**src/rtl/fl_ckpt_ctrl_pkg.sv**
```systemverilog
// Shared checkpoint-tag and physical-register-file widths used by rename, ROB,
// branch units and the free-list checkpoint controller.
package fl_ckpt_ctrl_pkg;

    localparam int CKPT_NUM           = 4;
    localparam int CKPT_IDX_W         = $clog2(CKPT_NUM);
    localparam int PRF_INT_SIZE       = 64;
    localparam int PRF_INT_INDEX_SIZE = $clog2(PRF_INT_SIZE);
    localparam int COMMIT_WIDTH       = 2;

    typedef logic [CKPT_IDX_W-1:0]   ckpt_tag_t;
    typedef logic [PRF_INT_SIZE-1:0] prf_mask_t;

endpackage

```
**src/rtl/fl_ckpt_ctrl_retire_mask_gen.sv**
```systemverilog
// Turns the per-lane retired physical-register indices into a one-hot OR mask.
// Purely combinational, no flow control; also used by the free list.
module retire_mask_gen #(
    parameter int LANES = 2,
    parameter int SIZE  = 64,
    parameter int IDX_W = 6
) (
    input  logic [LANES-1:0]       valid_i,
    input  logic [LANES*IDX_W-1:0] idx_i,
    output logic [SIZE-1:0]        mask_o
);

    always_comb begin
        mask_o = '0;
        for (int i = 0; i < LANES; i++) begin
            if (valid_i[i]) begin
                mask_o[idx_i[i*IDX_W +: IDX_W]] = 1'b1;
            end
        end
    end

endmodule

```
**src/rtl/fl_ckpt_ctrl.sv**
```systemverilog
// Free-list branch checkpoints: capture acked combinationally, recover one cycle
// after a mispredict; requests are refused while full or during a mispredict.
module fl_ckpt_ctrl
    import fl_ckpt_ctrl_pkg::*;
(
    input  logic                                      clock,
    input  logic                                      reset,
    input  logic                                      stall,
    input  logic                                      ckpt_req,
    input  logic [PRF_INT_SIZE-1:0]                   ckpt_fl,
    output logic                                      ckpt_ack,
    output logic [CKPT_IDX_W-1:0]                     ckpt_tag,
    output logic                                      ckpt_full,
    input  logic                                      br_valid,
    input  logic [CKPT_IDX_W-1:0]                     br_tag,
    input  logic                                      br_mispredict,
    input  logic [COMMIT_WIDTH-1:0]                   prf_retire_valid,
    input  logic [COMMIT_WIDTH*PRF_INT_INDEX_SIZE-1:0] prf_retire,
    output logic                                      recover,
    output logic [PRF_INT_SIZE-1:0]                   recover_fl
);

    prf_mask_t           retire_mask;
    prf_mask_t           snap_q [CKPT_NUM];
    prf_mask_t           snap_d [CKPT_NUM];
    logic [CKPT_NUM-1:0] vld_q, vld_d;
    ckpt_tag_t           head_q, head_d;
    ckpt_tag_t           tail_q, tail_d;
    logic                rec_pend_q, rec_pend_d;
    prf_mask_t           rec_snap_q, rec_snap_d;

    logic                br_ok, br_bad;
    ckpt_tag_t           squash_span;
    ckpt_tag_t           squash_off [CKPT_NUM];
    logic [CKPT_NUM-1:0] squash_sel;

    retire_mask_gen #(
        .LANES (COMMIT_WIDTH),
        .SIZE  (PRF_INT_SIZE),
        .IDX_W (PRF_INT_INDEX_SIZE)
    ) u_retire_mask_gen (
        .valid_i (prf_retire_valid),
        .idx_i   (prf_retire),
        .mask_o  (retire_mask)
    );

    assign br_ok  = br_valid & vld_q[br_tag] & ~br_mispredict;
    assign br_bad = br_valid & vld_q[br_tag] & br_mispredict;

    // Span is the distance from br_tag to the youngest slot minus one; when the
    // ring is full tail==br_tag wraps to CKPT_NUM-1, squashing every slot.
    assign squash_span = tail_q - br_tag - CKPT_IDX_W'(1);

    always_comb begin
        squash_sel = '0;
        for (int k = 0; k < CKPT_NUM; k++) begin
            squash_off[k] = CKPT_IDX_W'(k) - br_tag;
            squash_sel[k] = br_bad && (squash_off[k] <= squash_span);
        end
    end

    assign ckpt_full = vld_q[tail_q];
    assign ckpt_ack  = ckpt_req & ~stall & ~ckpt_full & ~(br_valid & br_mispredict);
    assign ckpt_tag  = tail_q;

    // The free list also drops this cycle's retires while recovering.
    assign recover    = rec_pend_q;
    assign recover_fl = rec_snap_q & ~retire_mask;

    always_comb begin
        vld_d      = vld_q;
        tail_d     = tail_q;
        head_d     = head_q;
        rec_pend_d = 1'b0;
        rec_snap_d = rec_snap_q;
        for (int k = 0; k < CKPT_NUM; k++) begin
            snap_d[k] = vld_q[k] ? (snap_q[k] & ~retire_mask) : snap_q[k];
        end

        if (br_ok) begin
            vld_d[br_tag] = 1'b0;
        end
        if (br_bad) begin
            vld_d      = vld_q & ~squash_sel;
            tail_d     = br_tag;
            rec_pend_d = 1'b1;
            rec_snap_d = snap_q[br_tag] & ~retire_mask;
        end
        if (ckpt_ack) begin
            vld_d[tail_q]  = 1'b1;
            snap_d[tail_q] = ckpt_fl & ~retire_mask;
            tail_d         = tail_q + CKPT_IDX_W'(1);
        end

        // head==tail with live slots only occurs when the ring was full.
        if (!vld_d[head_q] && ((head_q != tail_d) || (|vld_d))) begin
            head_d = head_q + CKPT_IDX_W'(1);
        end
    end

    always_ff @(posedge clock) begin
        if (reset) begin
            vld_q      <= '0;
            head_q     <= '0;
            tail_q     <= '0;
            rec_pend_q <= 1'b0;
            rec_snap_q <= '1;
        end else begin
            vld_q      <= vld_d;
            head_q     <= head_d;
            tail_q     <= tail_d;
            rec_pend_q <= rec_pend_d;
            rec_snap_q <= rec_snap_d;
        end
        snap_q <= snap_d;
    end

endmodule

```
**config.mk**
```make
export PLATFORM = sky130hd
export DESIGN_NAME = fl_ckpt_ctrl
export DESIGN_NICKNAME = d
export VERILOG_FILES = /design/src/rtl/fl_ckpt_ctrl_pkg.sv /design/src/rtl/fl_ckpt_ctrl_retire_mask_gen.sv /design/src/rtl/fl_ckpt_ctrl.sv
export SDC_FILE = /design/constraint.sdc
export NUM_CORES = 1
export LEC_CHECK = 0
export CAP_MARGIN = 5
export CORE_ASPECT_RATIO = 0.75
export CORE_MARGIN = 1.5
export CORE_UTILIZATION = 41
export CTS_CLUSTER_DIAMETER = 60
export DETAILED_ROUTE_END_ITERATION = 12
export DONT_BUFFER_PORTS = 1
export GPL_TIMING_DRIVEN = 0
export PLACE_DENSITY_LB_ADDON = 0.2
export SLEW_MARGIN = 10
export SYNTH_ARGS = -nofsm -noshare
export SYNTH_HDL_FRONTEND = slang
export SYNTH_SLANG_ARGS = --single-unit
```
**constraint.sdc**
```tcl
create_clock -name clock -period 6.5 [get_ports clock]
set_clock_uncertainty 0.1 [all_clocks]
set_input_delay 0.65 -clock clock [delete_from_list [all_inputs] [get_ports clock]]
set_output_delay 0.65 -clock clock [all_outputs]
set_load 0.005 [all_outputs]
```
==> run summary <==
CRITICAL PATH
----------------------------------------------------------------------------------
R2R Path End ........................................................  snap_q[247]
Required arrival time at the worst endpoint .........................      5750 ps
Slack of the worst reg-to-reg path ..................................      3430 ps
Critical Path Start Type ............................................ primary input
Type of the worst setup path ........................................    in -> out
Number of cells traversed by the worst register-to-register path ....            6
Critical R2R Launch .................................................  ckpt_tag[0]
Critical Path Sink Type .............................................   output pin
Arrival time of data at the critical path endpoint ..................      3110 ps
Maximum fanout encountered on the critical timing path ..............           10

GLOBAL ROUTE
----------------------------------------------------------------------------------
Antenna violations before repair ....................................            1
GR met3 Demand/Resource .............................................        5.88%
Global routing usage summed across all routing layers ...............        30.5%
GRT busiest layer ...................................................         met2
Total gr overflow ...................................................            0
Met1 GRT Util .......................................................        41.7%
Global-route wire length before repair ..............................     93800 um
Met2 Use GR .........................................................        46.4%
Vias in the first global route ......................................        14783
Maximum number of pins on one net before global-route repair ........           14

FLOORPLAN
----------------------------------------------------------------------------------
Effective utilization at floorplan ..................................        41.4%
Die area ............................................................   41100 um^2
Rows ................................................................           63
Floorplan die width .................................................       233 um
Area of the placeable core ..........................................   39400 um^2
Height of the die ...................................................       176 um
Top-Level Pins ......................................................          155

TIMING
----------------------------------------------------------------------------------
Setup TNS ...........................................................         0 ps
Final Max Tran Viols ................................................            0
Hold slack ..........................................................       170 ps
Worst slew margin relative to its limit .............................        21.1%
RSZ-0062 raised after global routing ................................           no
Period utilisation layout ...........................................        59.3%
Crit path time final ................................................      3860 ps
Top achievable clock speed ..........................................      259 MHz
Least-Margin Pin Slew ...............................................      1180 ps
Total of endpoints with negative setup slack in the final report ....            0
Number of failing hold endpoints at the final stage .................            0

WORST HOLD PATH
----------------------------------------------------------------------------------
Instance count along the most critical hold path ....................            1
Startpoint of the lowest-slack hold path ............................  ckpt_fl[52]
Hold-critical path endpoint .........................................  snap_q[244]
Hold crit path type .................................................    in -> reg

LOGIC SYNTHESIS
----------------------------------------------------------------------------------
Synth unique cells ..................................................           50
EDFF count, synth ...................................................            0
Synth area leaders .................................................. dfxtp_1 (40%), a31o_1 (12%), mux4_2 (9.1%)
Post-synthesis sequential element count .............................          327
Cell count after synthesis ..........................................         1811
Count of warnings emitted by yosys ..................................            0
Average cell area after synthesis ...................................    9.02 um^2
Post-synthesis sequential area ratio ................................        40.1%
Area share of the largest cell type after synthesis .................        40.1%
Summed instance area of the synthesized netlist .....................   16300 um^2
Flip-flop cell with the highest count after synthesis ...............      dfxtp_1
Net Count, Synth ....................................................         1909
Post-synth top area cell ............................................      dfxtp_1
Async S/R FF share, synth ...........................................           0%

ROUTING
----------------------------------------------------------------------------------
Routed wire per std cell ............................................      26.6 um
Post-route antenna net violation count ..............................            0
Aggregate routed wire length ........................................     63700 um
Final routed DRC violation total ....................................            0
DRC marker count from the first detailed-route iteration ............         1975
Number of iterations in the first detailed-routing pass .............            5
Routed vias/inst ....................................................         6.45
Number of vias in the routed layout .................................        15435

POWER
----------------------------------------------------------------------------------
Worst IR drop on VDD ................................................       234 uV
Total power consumption of the routed design ........................      5.88 mW
Leakage power figure ................................................      6.71 nW
Power density of the placed cells ...................................  324 nW/um^2

FINAL LAYOUT
----------------------------------------------------------------------------------
Total Nets Final ....................................................         1947
Leading cell type in the layout, fill and taps excluded .............       nor2_1
Most frequent cells in the layout ................................... nor2_1 (334), dfxtp_1 (327), nand2_1 (235)
Synthesis-to-layout area growth .....................................        11.2%
Share of final-layout standard cells stronger than drive strength 1 .        9.72%

CLOCK TREE
----------------------------------------------------------------------------------
Cell at the root of the clock tree ..................................    clkbuf_16
Number of clock buffers inserted by TritonCTS .......................           36
Clock-pin slew on the worst setup and hold paths ....................        60 ps
Total of hold buffers inserted after clock tree synthesis ...........            0
CTS Buffer Depth ....................................................            3
Number of gates resized after CTS ...................................            0
TritonCTS clock tree ................................................          yes
Clk_lat worst skew ..................................................       560 ps
Max H-tree Level ....................................................            2
Number of buffers added for setup after CTS .........................            0
Total number of clock tree sinks ....................................          327

RUN STATUS
----------------------------------------------------------------------------------
Status .............................................................. finished, final reports clean

PLACEMENT
----------------------------------------------------------------------------------
Number of input and output port buffers inserted ....................            0
Placer's final routability congestion estimate ......................        0.914
Detailed placement HPWL .............................................     43700 um

FLOW RUN
----------------------------------------------------------------------------------
Max cap viols .......................................................            0

-- worst max path at each step --
stage | startpoint | end | slack, ps
after global placement | br_tag[0] | vld_q[2] | 2300
after floorplan | br_tag[0] | vld_q[2] | 3230
final | prf_retire[6] | recover_fl[62] | 2640
after global routing | br_tag[0] | vld_q[2] | 2540
after detailed placement | br_tag[0] | vld_q[2] | 2260
after CTS | prf_retire[6] | recover_fl[62] | 2780
-- power by group --
part,internal [mW],switching [mW],total (mW),leakage [nW]
logic,0.578,0.433,1.01,3.43
registers,2.50,0.260,2.76,2.71
clock network,1.22,0.891,2.11,0.575
-- cell families (layout without fill, tap and decap cells) --
family,after synthesis,in the layout,share of synthesized area (%)
other,0,1,0
adders and majority gates,13,13,0.980
and+or+nand+nor,643,643,16.5
DFF,327,327,40.1
xor gates and xnor gates,3,3,0.161
AOI/OAI and AO/OA,503,503,25.6
muxes,66,66,9.10
buffers and inverters,256,317,7.57
-- registers in the layout (all words and copies together) (netlist names) --
name and cells:
recover 1, rec_snap_q 64, ckpt_tag 2, vld_q 4, snap_q 256
-- metal layers --
| metal | wire, um | up-vias |
|---|---|---|
| li1 | - | 6745 |
| met1 | 26800 | 7645 |
| met2 | 28000 | 882 |
| met3 | 6170 | 163 |
| met4 | 2760 | 0 |
| met5 | 0 | - |
-- synthesized netlist by cell type, types with 6 or more instances --
master / n
a31o_1: 220
nand3_1: 13
dfxtp_1: 327
nand4b_1: 7
or3b_2: 8
nand3b_1: 8
clkbuf_1: 124
and2_1: 11
buf_2: 13
mux4_2: 66
ha_1: 12
buf_1: 11
o32a_1: 8
nor2_1: 334
buf_6: 34
o221ai_1: 55
a21oi_1: 46
o22ai_1: 56
nand2_1: 235
nand4bb_1: 6
a221o_1: 57
o32ai_1: 7
inv_1: 73
a32o_1: 32
-- metrics by stage --
| step | cells | utilization [%] | setup slack (ps) | cell area, um^2 |
|---|---|---|---|---|
| after CTS | 2392 | 46.1 | 2780 | 18200 |
| after detailed placement | 2331 | 43.1 | 2260 | 17000 |
| after floorplan | 1811 | - | 3230 | 16300 |
| after global routing | 2393 | 46.1 | 2540 | 18200 |
| final | 2393 | 46.1 | 2640 | 18200 |
| after global placement | 2331 | 43.1 | 2300 | 17000 |
-- worst max-delay path: stages --
cell	delay (ps)
clkbuf_1	230
nand4b_1	590
clkbuf_1	940
o22ai_1	390
nor2_1	300
-- final cells by class --
type / count / area (um^2)
fillers: 3738 / 21300
diodes: 1 / 2.50
inverters: 73 / 274
clock inverters: 9 / 109
clock buffers: 52 / 1060
multi-input cells: 1228 / 8550
flip-flops and latches: 327 / 6550
plain buffers: 183 / 962
well taps: 520 / 651
Power figures use the tool's default switching activity.
